### config.mk
export PLATFORM = sky130hd
export DESIGN_NAME = module_freq_div_multi
export DESIGN_NICKNAME = d
export VERILOG_FILES = /design/src/rtl/freq_div_pkg.sv /design/src/rtl/freq_div_channel.sv /design/src/rtl/module_freq_div_multi.sv
export SDC_FILE = /design/constraint.sdc
export NUM_CORES = 1
export LEC_CHECK = 0
export CORE_MARGIN = 3
export CORE_UTILIZATION = 40
export CTS_CLUSTER_DIAMETER = 120
export CTS_CLUSTER_SIZE = 16
export DETAILED_ROUTE_END_ITERATION = 8
export GPL_ROUTABILITY_DRIVEN = 0
export PLACE_DENSITY = 0.54
export SLEW_MARGIN = 15
export SYNTH_ARGS = -nofsm -noshare
export SYNTH_HDL_FRONTEND = slang
export SYNTH_SLANG_ARGS = --single-unit
### constraint.sdc
create_clock -name clk -period 9.3 [get_ports clk]
set_input_delay 1.86 -clock clk [delete_from_list [all_inputs] [get_ports clk]]
set_output_delay 1.86 -clock clk [all_outputs]
set_load 0.02 [all_outputs]
### src/rtl/freq_div_pkg.sv
// Shared constants and helpers for the multi-channel frequency divider.
//   MIN_DIV      - smallest effective divisor (fastest output is clk/2)
//   MODE_SQUARE  - channel mode value for a square-wave output
//   MODE_PULSE   - channel mode value for a one-cycle-per-period pulse
//   DIV_W_DEF    - default divisor/counter width
//   clamp_div()  - returns max(d, MIN_DIV); operates on 32 bits, so DIV_W <= 32
package freq_div_pkg;

    localparam int unsigned DIV_W_DEF   = 25;
    localparam int unsigned MIN_DIV     = 2;
    localparam logic        MODE_SQUARE = 1'b0;
    localparam logic        MODE_PULSE  = 1'b1;

    function automatic logic [31:0] clamp_div(input logic [31:0] d);
        return (d < MIN_DIV) ? MIN_DIV : d;
    endfunction

endpackage

### src/rtl/freq_div_channel.sv
// One divider channel: divisor register, period counter and registered outputs.
// Ports:
//   i_clk, i_rst  - system clock, synchronous active-high reset
//   i_en          - count enable (tick forced low while disabled)
//   i_mode        - MODE_SQUARE or MODE_PULSE
//   i_load        - single-cycle strobe capturing i_div_val, restarts the period
//   i_div_val     - divisor, sampled only on i_load
//   o_clk_out     - divided waveform (a data signal, not a clock)
//   o_tick        - one-cycle pulse in the last cycle of each period
module freq_div_channel
    import freq_div_pkg::*;
#(
    parameter int unsigned DIV_W       = DIV_W_DEF,
    parameter int unsigned DEFAULT_DIV = 27_000
) (
    input  logic             i_clk,
    input  logic             i_rst,
    input  logic             i_en,
    input  logic             i_mode,
    input  logic             i_load,
    input  logic [DIV_W-1:0] i_div_val,
    output logic             o_clk_out,
    output logic             o_tick
);

    logic [DIV_W-1:0] r_cnt;
    logic [DIV_W-1:0] r_div;
    logic             r_clk_out;
    logic             r_tick;

    logic [DIV_W-1:0] w_d;
    logic [DIV_W-1:0] w_d_last;
    logic [DIV_W-1:0] w_half;
    logic [DIV_W-1:0] w_cnt_nxt;
    logic             w_wrap;
    logic             w_nxt_last;

    assign w_d        = DIV_W'(clamp_div(32'(r_div)));
    assign w_d_last   = w_d - DIV_W'(1);
    assign w_half     = w_d >> 1;
    // >= rather than == so an out-of-range count can never run away
    assign w_wrap     = (r_cnt >= w_d_last);
    assign w_cnt_nxt  = w_wrap ? '0 : r_cnt + DIV_W'(1);
    assign w_nxt_last = (w_cnt_nxt == w_d_last);

    // Outputs decode the next count so they line up with r_cnt with no lag
    always_ff @(posedge i_clk) begin
        if (i_rst) begin
            r_cnt     <= '0;
            r_div     <= DIV_W'(DEFAULT_DIV);
            r_clk_out <= 1'b0;
            r_tick    <= 1'b0;
        end else if (i_load) begin
            r_div     <= i_div_val;
            r_cnt     <= '0;
            r_clk_out <= 1'b0;
            r_tick    <= 1'b0;
        end else if (i_en) begin
            r_cnt     <= w_cnt_nxt;
            r_tick    <= w_nxt_last;
            r_clk_out <= (i_mode == MODE_PULSE) ? w_nxt_last : (w_cnt_nxt >= w_half);
        end else begin
            r_tick    <= 1'b0;
        end
    end

    assign o_clk_out = r_clk_out;
    assign o_tick    = r_tick;

endmodule

### src/rtl/module_freq_div_multi.sv
// Multi-channel programmable clock-enable divider. Each channel is independent;
// this level only slices the buses onto freq_div_channel instances.
// Ports:
//   clk, rst   - system clock, synchronous active-high reset
//   en         - per-channel count enable
//   mode       - per-channel mode (0 square, 1 pulse)
//   load       - per-channel divisor load strobe
//   div_val    - channel i divisor at [i*DIV_W +: DIV_W]
//   clk_out    - per-channel divided waveform (registered)
//   tick       - per-channel end-of-period pulse (registered)
module module_freq_div_multi
    import freq_div_pkg::*;
#(
    parameter int unsigned CLK_FREQ_HZ = 27_000_000,
    parameter int unsigned N_CH        = 2,
    parameter int unsigned DIV_W       = DIV_W_DEF,
    parameter int unsigned DEFAULT_DIV = CLK_FREQ_HZ / 1000
) (
    input  logic                  clk,
    input  logic                  rst,
    input  logic [N_CH-1:0]       en,
    input  logic [N_CH-1:0]       mode,
    input  logic [N_CH-1:0]       load,
    input  logic [N_CH*DIV_W-1:0] div_val,
    output logic [N_CH-1:0]       clk_out,
    output logic [N_CH-1:0]       tick
);

    for (genvar g = 0; g < N_CH; g++) begin : g_ch
        freq_div_channel #(
            .DIV_W      (DIV_W),
            .DEFAULT_DIV(DEFAULT_DIV)
        ) u_ch (
            .i_clk    (clk),
            .i_rst    (rst),
            .i_en     (en[g]),
            .i_mode   (mode[g]),
            .i_load   (load[g]),
            .i_div_val(div_val[g*DIV_W +: DIV_W]),
            .o_clk_out(clk_out[g]),
            .o_tick   (tick[g])
        );
    end

endmodule

# Yosys cells after proc, flatten, opt, wreduce, memory -nomap -nowiden
# Cells that the tools add are included.
[totals] output_inout_bits=4 wordCells=32 reg_bits=104
[classes] muxes=6 bitwise_logic=2 add_sub_neg=4 n_eq_ne=2 reduce_logical=4 order_cmp=6
[op_table] op="$mux 25" n=4
[op_table] op="$add 25x1->25 const B" n=2
[op_table] op="$eq 25x25->1" n=2
[op_table] op="$ge 25x24->1" n=2
[op_table] op="$ge 25x25->1" n=2
[op_table] op="$lt 25x2->1 const B" n=2
[op_table] op="$sub 25x1->25 const B" n=2
[op_table] op="$reduce_or 3->1" n=2
[op_table] op="$reduce_or 2->1" n=2
[op_table] op="$mux 1" n=2
[op_table] op="$not 1->1" n=2

# Depth between registers and ports, before layout
# Gate-level depths: netlist of the first run.
[logic_depth] ltp_word=7 depth_mapped=32

# Modules after synthesis
# A second synthesis of the first run with hierarchy kept.
[hier_totals] cells_unflattened=1211 hier_area_um2=9559.2
[by_module_without_submodules] module="freq_div_channel (g_ch[1].u_ch)" cells_each=617 n_inst=1 seq_area_each_um2=1041.0 area_per_inst_um2=4840.9
[by_module_without_submodules] module="freq_div_channel (g_ch[0].u_ch)" cells_each=594 n_inst=1 seq_area_each_um2=1041.0 area_per_inst_um2=4718.3

# Worst setup path before layout of the first run
# Ideal clock, no wire load.
[synth_path] path_kind="register -> register" start="reg g_ch[0].u_ch.r_div[19]" end="reg g_ch[0].u_ch.r_clk_out" n_path_buf=4 synth_period_minus_slack_ns=7.085 setup_slack_ns=2.215 stages_incl_launch_ff=33 arrival_time_ns=6.970 cell_sequence="dfxtp_1 -> or4_1 -> and4b_1 -> and4_1 -> nor2b_1 -> inv_1 -> ha_1 -> nand3_1 -> or4_1 -> xnor2_1 -> inv_1 -> ha_1 -> nand4_1 -> or4_1 -> a211o_1 -> o22ai_1 -> or2_2 -> buf_2 -> buf_4 -> buf_2 -> buf_1 -> nor2_1 -> ha_1 -> nor2b_1 -> o21a_1 -> o21a_1 -> o21a_1 -> o21ai_0 -> a21oi_1 -> o31a_1 -> o221ai_1 -> a21oi_1 -> o21a_1"
[synth_between] elab_chain_cells=7 word_cells_on_any_way=8 cone_classes="add/sub: 1; order compare: 3; eq/ne: 1; mux: 3"
[synth_rtl] item="from (decl)" line_no="freq_div_channel.sv:27" rtl="logic [DIV_W-1:0] r_div;"
[synth_rtl] item="from (signal assigned)" line_no="freq_div_channel.sv:50" rtl="r_div <= DIV_W'(DEFAULT_DIV);"
[synth_rtl] item="from (signal assigned)" line_no="freq_div_channel.sv:54" rtl="r_div <= i_div_val;"
[synth_rtl] item="$lt 25x2->1" line_no="freq_div_pkg.sv:15" rtl="return (d < MIN_DIV) ? MIN_DIV : d;"
[synth_rtl] item="$mux 25 (*)" line_no="freq_div_pkg.sv:15"
[synth_rtl] item="$sub 25x1->25 (*)" line_no="freq_div_channel.sv:39" rtl="assign w_d_last = w_d - DIV_W'(1);"
[synth_rtl] item="$ge 25x25->1 (*)" line_no="freq_div_channel.sv:42" rtl="assign w_wrap = (r_cnt >= w_d_last);"
[synth_rtl] item="$mux 25 (*)" line_no="freq_div_channel.sv:43" rtl="assign w_cnt_nxt = w_wrap ? '0 : r_cnt + DIV_W'(1);"
[synth_rtl] item="net g_ch[0].u_ch.w_cnt_nxt[1]" line_no="freq_div_channel.sv:34" rtl="logic [DIV_W-1:0] w_cnt_nxt;"
[synth_rtl] item="$ge 25x24->1 / $eq 25x25->1 (equally long branches)" line_no="freq_div_channel.sv:61, freq_div_channel.sv:44"
[synth_rtl] item="$mux 1 (*)" line_no="freq_div_channel.sv:61" rtl="r_clk_out <= (i_mode == MODE_PULSE) ? w_nxt_last : (w_cnt_nxt >= w_half);"
[synth_rtl] item="to (signal assigned)" line_no="freq_div_channel.sv:61"
[synth_rtl] item="to (decl)" line_no="freq_div_channel.sv:28" rtl="logic r_clk_out;"
# Mark *: on every way through the listed nets, which the timed path passes. The rest lies on a longest branch.
# A chain may end at the register's enable or synchronous reset.

# Worst setup path after layout of the first run
# Same ends and word-level chain as after synthesis.

==> results of run 1 <==
==> stage by stage <==
step / hold WS (ns) / utilization (%)
floorplan: 0.484 / -
global placement: 0.509 / 44.5
detailed placement: 0.525 / 44.5
CTS: 0.542 / 45.9
global route: 0.590 / 45.9
finish: 0.529 / 45.9
==> registers in the layout (all words and copies together), names as in the netlist <==
register	flops
g_ch.u_ch.r_cnt	50
g_ch.u_ch.r_div	50
g_ch.u_ch.o_clk_out	2
g_ch.u_ch.o_tick	2
==> worst max-delay path by stage <==
stage | slack (ns) | end | depth (start not counted)
final | 1.17 | g_ch[0].u_ch.o_clk_out | 28
after global routing | 0.73 | g_ch[0].u_ch.o_clk_out | 28
after CTS | 1.36 | g_ch[0].u_ch.o_clk_out | 28
after floorplan | 2.21 | g_ch[0].u_ch.o_clk_out | 32
after global placement | 1.51 | g_ch[0].u_ch.o_clk_out | 28
after detailed placement | 1.37 | g_ch[0].u_ch.o_clk_out | 28
==> power groups by stage <==
| stage | clock (mW) | sequential (mW) | combinational, mW |
|---|---|---|---|
| 2_1_floorplan | 0 | 0.483 | 0.143 |
| 3_3_place_gp | 0 | 0.490 | 0.211 |
| 3_5_place_dp | 0 | 0.490 | 0.210 |
| 4_1_cts | 0.428 | 0.480 | 0.212 |
| 5_1_grt | 0.443 | 0.483 | 0.236 |
| 6_report | 0.416 | 0.481 | 0.213 |
==> worst max-delay path: cells and delay by family, from the launching register on <==
kind,cells,cell delay [ns]
xor+xnor,1,0.50
simple gates,11,3.97
flops,1,0.35
compound gates,11,2.10
fa+ha+maj,3,0.91
buf+inv,2,0.18
==> synth_stat cells (20+ instances only) <==
cell type	count
nor2_1	155
nor3_1	28
mux2i_1	84
dfxtp_1	104
nand4_1	33
ha_1	102
inv_1	70
xnor2_1	68
o21ai_0	21
clkbuf_1	23
a21oi_1	38
nand2_1	73
nand3_1	47
xor2_1	45
o211ai_1	21
nor4_1	20
==> per-layer routing <==
metal | wire [um] | GRT usage (%) | share of wire (%) | vias to the layer above
met5 | 0 | 0 | 0 | -
met4 | 220 | 4.26 | 0.78 | 0
met3 | 1860 | 3.42 | 6.6 | 14
met2 | 10700 | 30.8 | 38 | 261
met1 | 15500 | 37.8 | 55 | 3959
li1 | - | - | - | 4195
==> cells in the final DEF (no fill, tap or decap), types with 10 or more instances in the layout <==
| master | Yosys | layout |
|---|---|---|
| mux2i_1 | 84 | 84 |
| and3_1 | 14 | 14 |
| nor2_1 | 155 | 155 |
| nand4_1 | 33 | 33 |
| o211ai_1 | 21 | 21 |
| o21a_1 | 11 | 11 |
| xor2_1 | 45 | 45 |
| nand2_1 | 73 | 73 |
| o21ai_0 | 21 | 21 |
| nor2b_1 | 16 | 16 |
| and4_1 | 10 | 10 |
| dfxtp_1 | 104 | 104 |
| ha_1 | 102 | 102 |
| a31oi_1 | 10 | 10 |
| xnor2_1 | 68 | 68 |
| nand3_1 | 47 | 47 |
| nor3_1 | 28 | 27 |
| inv_1 | 70 | 70 |
| a21o_1 | 13 | 13 |
| nor4_1 | 20 | 20 |
| a21oi_1 | 38 | 38 |
| clkdlybuf4s50_1 | 0 | 59 |
==> kinds of logic (layout without fill, tap and decap cells) <==
logic type / after synthesis / in the layout / share of synthesized area, %
compound gates: 164 / 164 / 12.4
xor+xnor: 116 / 116 / 11.4
fa+ha+maj: 102 / 102 / 13.8
buf+inv: 111 / 153 / 4.72
flops: 104 / 104 / 22.4
mux: 87 / 87 / 9.51
simple gates: 461 / 461 / 25.8
==> layout make-up <==
type	instances	area (sq um)	area share, %
flip-flops and latches	104	2080	20.0
repair buffers	67	646	6.20
well taps	285	357	3.42
multi-input cells	930	6760	64.9
clock buffers	9	225	2.16
clock inverters	7	83.8	0.805
inverters	70	263	2.52
==> summary.md, run 1 <==
| Metric | Value |
|---|---|
| Hold Buf Count CTS | `0` |
| Post-DRT Antenna Nets | `0` |
| Die Height | `158 um` |
| Worst Min Path Start | `g_ch[1].u_ch.r_div[22]` |
| Crit share post-route | `87.4%` |
| Switch share | `30.8%` |
| Layout Cells excl Fill | `1472` |
| Reg-to-Reg End | `g_ch[0].u_ch.o_clk_out` |
| Top-area cell type share of the netlist area | `22.4%` |
| Root buf cell | `clkbuf_16` |
| Fraction of registers with async set/reset | `0%` |
| Worst Path Class, Setup | `reg2reg` |
| Type of the worst min-delay path | `reg2reg` |
| Peak Freq | `123 MHz` |
| Sequential cell area fraction in the yosys report | `22.4%` |
| Static leakage | `4.42 nW` |
| GRT Overall Usage | `22.9%` |
| Initial DRC count | `641` |
| Critical Path RT | `9.55 ns` |
| Final TNS setup | `0 ns` |
| Syn Inst Count | `1145` |
| Worst r2r src | `g_ch[0].u_ch.r_div[19]` |
| Final setup margin | `1.17 ns` |
| CTS tree | `done` |
| Area growth from synthesis to layout | `12.3%` |
| Sinks on Clock Net | `104` |
| Worst Tran Pin Value | `0.888 ns` |
| Routed wire length per instance | `19.3 um` |
| NetSw | `0.341 mW` |
| Filler cells | `2294` |
| YS warnings | `0` |
| Clock group share of total power | `37.5%` |
| Status | `finished clean` |
| Htree depth | `3` |
| Max rail drop VDD | `0.0697 mV` |
| Cell area after synthesis | `9280 sq um` |
| Design area | `10400 sq um` |
| Setup Viol. Count Final | `0` |
| Comb pwr share | `19.2%` |
| Largest area contributor in the netlist | `dfxtp_1` |
| Layout Skew | `0.0172 ns` |
| Netlist cell types | `80` |
| Yosys reg bits | `104` |
| Gr ovfl total | `0` |
| Final Max Slew Viols | `0` |
| I/O pin total | `62` |
| Syn nets | `1305` |
| Die X | `158 um` |
| Core Area | `22700 sq um` |
| FF-to-FF path depth | `28` |
| Final wirelength | `28300 um` |
| Share of cells above drive strength 1 | `4.72%` |
| Vias in the first global route | `7898` |
| Detailed-route DRC error count | `0` |
| Post-CTS Setup Inserts | `0` |
| # diodes | `0` |
| Largest net degree at the start of global routing | `38` |
| Critical Path Fanout Max | `33` |
| Clock-pin slew on the worst setup and hold paths | `0.07 ns` |
| Via count | `8429` |
| Nets@finish | `1342` |
| Slowest CP cell | `or2_2` |
| Crit path launch type | `flop` |
| Initial Util | `40.8%` |
| Unrepaired setup endpoints after global routing | `false` |
| EDFF count, synth | `0` |
| Worst-skew pair later-pin latency | `0.37 ns` |
| Initial antenna violation count | `0` |
| Crit. End Element | `flop` |
| Post-place setup slack | `1.37 ns` |
| Power Dens Cells | `107 nW/um^2` |
| Hold EP | `g_ch[1].u_ch.r_div[22]` |
| CTS buffer count | `9` |
| Die area | `25100 sq um` |
| DP HPWL | `22800 um` |
| Register-to-Register Setup Slack | `1.17 ns` |
| CP Launch Point | `g_ch[0].u_ch.r_div[19]` |
| Ranking of synthesized cells by area | `dfxtp_1 (22%), ha_1 (14%), mux2i_1 (9.1%)` |
| CP most frequent cell | `o21a_1` |
| Placed insts | `1456` |
| Tot Pwr | `1.11 mW` |
| Row count | `55` |
| DRT Pass-1 Iters | `5` |
| WHS Path Cells | `2` |
| Port-buffer cells | `61` |
| Post-CTS Resized | `0` |
| Placed Area | `10100 sq um` |
| Max capacitance violation total | `0` |
| Relative slew margins | `40.3%` |
| Min Tclk post-route | `8.13 ns` |
| Internal power | `0.768 mW` |
| Synth Flop Type | `dfxtp_1` |
| Via/cell ratio | `5.73` |
| Final hold violations | `0` |
| Avg Inst Size Synth | `8.10 sq um` |
| Crit path largest cell delay | `0.66 ns` |
| Seq pwr share | `43.3%` |
| Critical Path AT | `8.38 ns` |
| First-pass GRT wire length | `45100 um` |
| Max Buffers Root-to-Sink | `2` |
No activity file was read; power rests on OpenSTA's default activity.
==> inputs of run 2 (changes only) <==
GPL_ROUTABILITY_DRIVEN = 1   (was 0)
==> run 2 against run 1 <==
Compared with the run above:
- non-clock buffer count rose by 1
- clock skew rose by 0.00068 ns
- register-to-register slack improved by 0.27 ns
- sequential power barely moved
- die area did not move
- final cell count barely moved
- power rose by 0.38%
- highest routed layer unchanged
==> summary.md, run 2 (synthesis gave the netlist of run 1 again) <==
| Metric | Value |
|---|---|
| Core Area | `22700 sq um (unchanged)` |
| Placed insts | `1457 (+0.069%)` |
| Worst-skew pair later-pin latency | `0.37 ns (about the same)` |
| Worst r2r src | `g_ch[0].u_ch.r_div[19]` |
| Nets@finish | `1343 (+0.075%)` |
| Sinks on Clock Net | `104 (unchanged)` |
| Commonest non-fill, non-tap cell in the layout | `nor2_1` |
| Via/cell ratio | `5.78 (+0.86%)` |
| First-pass GRT wire length | `45600 um (+1.2%)` |
| Max capacitance violation total | `0 (unchanged)` |
| Port-buffer cells | `61 (unchanged)` |
| Static leakage | `4.42 nW (about the same)` |
| Max Buffers Root-to-Sink | `2 (unchanged)` |
| Clock-pin slew on the worst setup and hold paths | `0.09 ns (+0.02 ns)` |
| Final Wtd Congestion | `0.937` |
| Most frequent cells in the layout | `nor2_1 (155), dfxtp_1 (104), ha_1 (102)` |
| Worst Path Class, Setup | `reg2reg` |
| Root buf cell | `clkbuf_16` |
| Final TNS setup | `0 ns (unchanged)` |
| Max rail drop VDD | `0.0749 mV (+7.4%)` |
| CP Launch Point | `g_ch[0].u_ch.r_div[19]` |
| I/O pin total | `62 (unchanged)` |
| Status | `finished clean` |
| Die Height | `158 um (unchanged)` |
| Die area | `25100 sq um (unchanged)` |
| Fin Hold WS | `0.533 ns (+0.00394 ns)` |
| Post-CTS Setup Inserts | `0 (unchanged)` |
| Slowest CP cell | `or2_2` |
| Unrepaired setup endpoints after global routing | `false` |
| Peak Freq | `127 MHz (+3.4%)` |
| Htree depth | `3 (unchanged)` |
| Min Tclk post-route | `7.86 ns (-0.268 ns)` |
| Gr ovfl total | `0 (unchanged)` |
| Final Max Slew Viols | `0 (unchanged)` |
| Final wirelength | `28800 um (+1.7%)` |
| Row count | `55 (unchanged)` |
| # diodes | `0 (unchanged)` |
| Final hold violations | `0 (unchanged)` |
| CP bufs+invs | `2 (unchanged)` |
| DP HPWL | `23200 um (+1.6%)` |
| Layout Cells excl Fill | `1473 (+0.068%)` |
| Via count | `8507 (+0.93%)` |
| Type of the worst min-delay path | `reg2reg` |
| Critical Path AT | `8.12 ns (-0.26 ns)` |
| Post-DRT Antenna Nets | `0 (unchanged)` |
| Critical Path RT | `9.56 ns (about the same)` |
| Detailed-route DRC error count | `0 (unchanged)` |
| Post-CTS Resized | `0 (unchanged)` |
| Initial antenna violation count | `0 (unchanged)` |
| Share of cells above drive strength 1 | `4.71% (about the same)` |
| Setup Viol. Count Final | `0 (unchanged)` |
| Area growth from synthesis to layout | `12.4% (about the same)` |
| Worst Tran Pin Value | `0.918 ns (+0.0305 ns)` |
| DRT Pass-1 Iters | `6 (+1)` |
| GRT Overall Usage | `23.2% (+0.37 points)` |
| Largest net degree at the start of global routing | `38 (unchanged)` |
| Layout Skew | `0.0179 ns (+0.000675 ns)` |
| Crit. End Element | `flop` |
| Vias in the first global route | `7814 (-1.1%)` |
| CTS buffer count | `9 (unchanged)` |
| Initial DRC count | `885 (+38%)` |
| Filler cells | `2322 (+1.2%)` |
| Power Dens Cells | `107 nW/um^2 (+0.34%)` |
| Critical Path Fanout Max | `33 (unchanged)` |
| Routed wire length per instance | `19.6 um (+1.6%)` |
| CP delay by family, top | `simple AND/OR/NAND/NOR gates` |
| CTS tree | `done` |
| Relative slew margins | `38.3% (-2.1 points)` |
| Crit path largest cell delay | `0.62 ns (-0.04 ns)` |
| Crit share post-route | `84.5% (-2.9 points)` |
| Die X | `158 um (unchanged)` |
| Initial Util | `40.8% (unchanged)` |
| Top flop regs | `g_ch.u_ch.r_cnt (50), g_ch.u_ch.r_div (50)` |
| Crit path launch type | `flop` |
| Worst Min Path Start | `g_ch[1].u_ch.r_div[17]` |
| Hold Buf Count CTS | `0 (unchanged)` |
## run 2: cell count changes in the layout (fill, tap and decap cells not counted)
| cell | delta |
|---|---|
| clkinv_4 | +1 |
| nor3_1 | +1 |
| clkinv_2 | -1 |
| buf_4 | +1 |
| clkinvlp_4 | +1 |
| nor3_2 | -1 |
| inv_6 | -1 |
## run 2: cell type report
| type | count | area, sq um | area share [%] |
|---|---|---|---|
| clock buffers | 9 | 225 | 2.16 |
| clock inverters | 7 | 86.3 | 0.828 |
| inverters | 70 | 263 | 2.52 |
| multi-input cells | 930 | 6760 | 64.8 |
| flip-flops and latches | 104 | 2080 | 20.0 |
| well taps | 285 | 357 | 3.42 |
| repair buffers | 68 | 653 | 6.27 |
## run 2: path summary, 6_finish.rpt
kind | to | slack, ns | cells past startpoint
max | g_ch[0].u_ch.o_clk_out | 1.44 | 27
min reg2reg | g_ch[1].u_ch.r_div[17] | 0.53 | 2
max reg2reg | g_ch[0].u_ch.o_clk_out | 1.44 | 27
min | g_ch[1].u_ch.r_div[17] | 0.53 | 2
## run 2: power breakdown
part           switching, mW  internal, mW
clock                  0.204         0.215
combinational          0.121        0.0937
sequential            0.0211         0.459
total                  0.346         0.768
## run 2: per-stage QoR
step / utilization [%] / worst slack [ns] / power [mW] / area [sq um]
2_1_floorplan: - / 2.21 / 0.625 / 9280
3_3_place_gp: 44.5 / 1.80 / 0.702 / 10100
3_5_place_dp: 44.5 / 1.57 / 0.701 / 10100
5_1_grt: 45.9 / 0.859 / 1.16 / 10400
6_report: 45.9 / 1.44 / 1.11 / 10400
4_1_cts: 45.9 / 1.52 / 1.12 / 10400
## run 2: worst register-to-register path: stages (launching register included)
cell	delay, ns
dfxtp_1	0.35
or4_1	0.59
and4b_1	0.42
and4_1	0.34
nor2b_1	0.12
inv_1	0.09
ha_1	0.26
nand3_1	0.23
or4_1	0.55
xnor2_1	0.39
inv_1	0.09
ha_1	0.31
nand4_1	0.14
or4_1	0.59
a211o_1	0.30
o22ai_1	0.38
or2_2	0.62
nor2_1	0.21
ha_1	0.36
a21o_1	0.18
a21o_1	0.16
a21oi_1	0.17
nor2_1	0.06
a211oi_1	0.20
o211ai_1	0.17
o221ai_1	0.25
a21oi_1	0.11
o21a_1	0.13
## run 2: per-layer routing
layer / vias to the layer above / GRT usage, % / share of wire, %
met5: - / 0 / 0
met4: 0 / 4.67 / 0.99
met3: 20 / 2.39 / 6.2
met2: 287 / 31.1 / 38
met1: 4012 / 39.0 / 55
li1: 4188 / - / -
==> inputs of run 3 (changes only) <==
clock period = 7.24 ns   (was 9.3 ns; I/O delays follow)
==> run 3 against run 2 <==
Compared with the run above:
- sequential power up 29%
- non-clock buffer count up 16
- final cell count up 1.1%
- power up 28%
- combinational power up 31%
- clock skew about the same
- first-iteration DRC count down 11%
- clock-buffer cell count unchanged
- final area up 1.4%
- wire length about the same
==> summary.md, run 3 (synthesis gave the netlist of run 1 again) <==
| Metric | Value |
|---|---|
| Final Wtd Congestion | `0.961 (+2.5%)` |
| Max capacitance violation total | `0 (unchanged)` |
| Area growth from synthesis to layout | `13.9%` |
| Critical Path AT | `7.18 ns (-0.94 ns)` |
| Initial Util | `40.8% (unchanged)` |
| # diodes | `0 (unchanged)` |
| Max Buffers Root-to-Sink | `2 (unchanged)` |
| Largest net degree at the start of global routing | `43 (+13%)` |
| Nets@finish | `1359 (+1.2%)` |
| Post-DRT Antenna Nets | `0 (unchanged)` |
| GRT Overall Usage | `23.1% (-0.11 points)` |
| Htree depth | `3 (unchanged)` |
| Die Height | `158 um (unchanged)` |
| Initial antenna violation count | `0 (unchanged)` |
| Hold Buf Count CTS | `0 (unchanged)` |
| CTS tree | `done` |
| Critical Path RT | `7.55 ns (-2.01 ns)` |
| First-pass GRT wire length | `45000 um (-1.2%)` |
| DP HPWL | `22800 um (-1.4%)` |
| Max rail drop VDD | `0.106 mV (+41%)` |
| DRT Pass-1 Iters | `5 (-1)` |
| Die X | `158 um (unchanged)` |
| Layout Skew | `0.0184 ns (+0.000478 ns)` |
| Status | `finished clean` |
| Routed wire length per instance | `19.4 um (-1.1%)` |
| Setup Viol. Count Final | `0 (unchanged)` |
| Worst Tran Pin Value | `0.851 ns (-0.0672 ns)` |
| Clock-pin slew on the worst setup and hold paths | `0.09 ns (about the same)` |
| Crit share post-route | `94.9% (+10 points)` |
| Final wirelength | `28800 um (about the same)` |
| Final hold violations | `0 (unchanged)` |
| Initial DRC count | `792 (-11%)` |
| Worst-skew pair later-pin latency | `0.37 ns (about the same)` |
| Crit path launch type | `flop` |
| Sinks on Clock Net | `104 (unchanged)` |
| Final Util | `46.5% (+0.63 points)` |
| Min Tclk post-route | `6.87 ns (-0.986 ns)` |
| Power Dens Cells | `135 nW/um^2 (+26%)` |
| Final setup margin | `0.367 ns (-1.07 ns)` |
| I/O pin total | `62 (unchanged)` |
| Static leakage | `4.51 nW (+2.0%)` |
| Post-place setup slack | `0.354 ns (-1.22 ns)` |
| Critical Path Fanout Max | `16 (-52%)` |
| Via count | `8452 (-0.65%)` |
| Detailed-route DRC error count | `0 (unchanged)` |
| Port-buffer cells | `61 (unchanged)` |
| Type of the worst min-delay path | `reg2reg` |
| Commonest non-fill, non-tap cell in the layout | `nor2_1` |
| Crit. End Element | `flop` |
| Via/cell ratio | `5.68 (-1.7%)` |
| Most frequent cells in the layout | `nor2_1 (155), dfxtp_1 (104), ha_1 (102)` |
| Relative slew margins | `42.8% (+4.5 points)` |
| Filler cells | `2307 (-0.65%)` |
| Final TNS setup | `0 ns (unchanged)` |
| Unrepaired setup endpoints after global routing | `false` |
| Vias in the first global route | `7793 (-0.27%)` |
| Core Area | `22700 sq um (unchanged)` |
| Share of cells above drive strength 1 | `6.06% (+1.3 points)` |
| Root buf cell | `clkbuf_16` |
| Peak Freq | `145 MHz (+14%)` |
| Worst Path Class, Setup | `reg2reg` |
| Gr ovfl total | `0 (unchanged)` |
| Die area | `25100 sq um (unchanged)` |
| Row count | `55 (unchanged)` |
| CTS buffer count | `9 (unchanged)` |
| Top flop regs | `g_ch.u_ch.r_cnt (50), g_ch.u_ch.r_div (50)` |
| Final Max Slew Viols | `0 (unchanged)` |
-- run 3: where the power goes --
part	leakage [nW]	switching [mW]	internal, mW
registers	0.850	0.0273	0.590
logic	3.51	0.158	0.123
clock network	0.150	0.281	0.248
-- run 3: cell type report --
| cell class | count | area, sq um | share of cell area, % |
|---|---|---|---|
| clock buffer | 9 | 225 | 2.13 |
| clock inverter | 7 | 86.3 | 0.817 |
| inverter | 70 | 263 | 2.49 |
| multi-input combinational | 930 | 6770 | 64.0 |
| sequential | 104 | 2080 | 19.7 |
| tap | 285 | 357 | 3.38 |
| timing repair buffer | 84 | 786 | 7.44 |
-- run 3: worst max-delay path, cell delays in order, from the launching register on --
cell and delay, ns:
dfxtp_1 0.36, or4_1 0.59, and4b_1 0.29, and4_1 0.29, nor2b_1 0.12, inv_1 0.10, ha_1 0.27, nand3_1 0.13
or4_1 0.54, xnor2_2 0.28, inv_1 0.08, ha_1 0.30, nand4_1 0.14, or4_1 0.60, a211o_1 0.29, o22ai_1 0.19
or2_4 0.28, buf_4 0.23, nor2_1 0.11, ha_1 0.32, nand4_1 0.18, nor3_1 0.46, o31a_1 0.23, o221ai_1 0.11
a21oi_1 0.18, o21a_1 0.15
-- run 3: per-layer routing --
metal	up-vias	global-route usage (%)	routed length (um)
met3	14	3.81	2170
met2	296	31.5	11100
li1	4236	-	-
met1	3906	38.1	15400
met4	0	3.36	195
met5	-	0	0
-- run 3: repair_timing --
item	4_1_cts	5_1_grt
resized for setup	0	2
buffers inserted	0	0
endpoints found under the setup margin	0	1
-- run 3: through the flow --
step	std cells	power, mW	instance area [sq um]	hold WS, ns
6_report	1489	1.43	10600	0.541
5_1_grt	1489	1.49	10600	0.562
3_3_place_gp	1473	0.906	10200	0.516
2_1_floorplan	1145	0.803	9280	0.484
4_1_cts	1489	1.44	10600	0.544
3_5_place_dp	1473	0.906	10200	0.526
-- run 3: path summary, 6_finish.rpt --
path	end	start	slack, ns	cells past startpoint
max	g_ch[0].u_ch.o_clk_out	g_ch[0].u_ch.r_div[19]	0.37	25
min	g_ch[1].u_ch.r_div[18]	g_ch[1].u_ch.r_div[18]	0.54	2
max reg2reg	g_ch[0].u_ch.o_clk_out	g_ch[0].u_ch.r_div[19]	0.37	25
min reg2reg	g_ch[1].u_ch.r_div[18]	g_ch[1].u_ch.r_div[18]	0.54	2
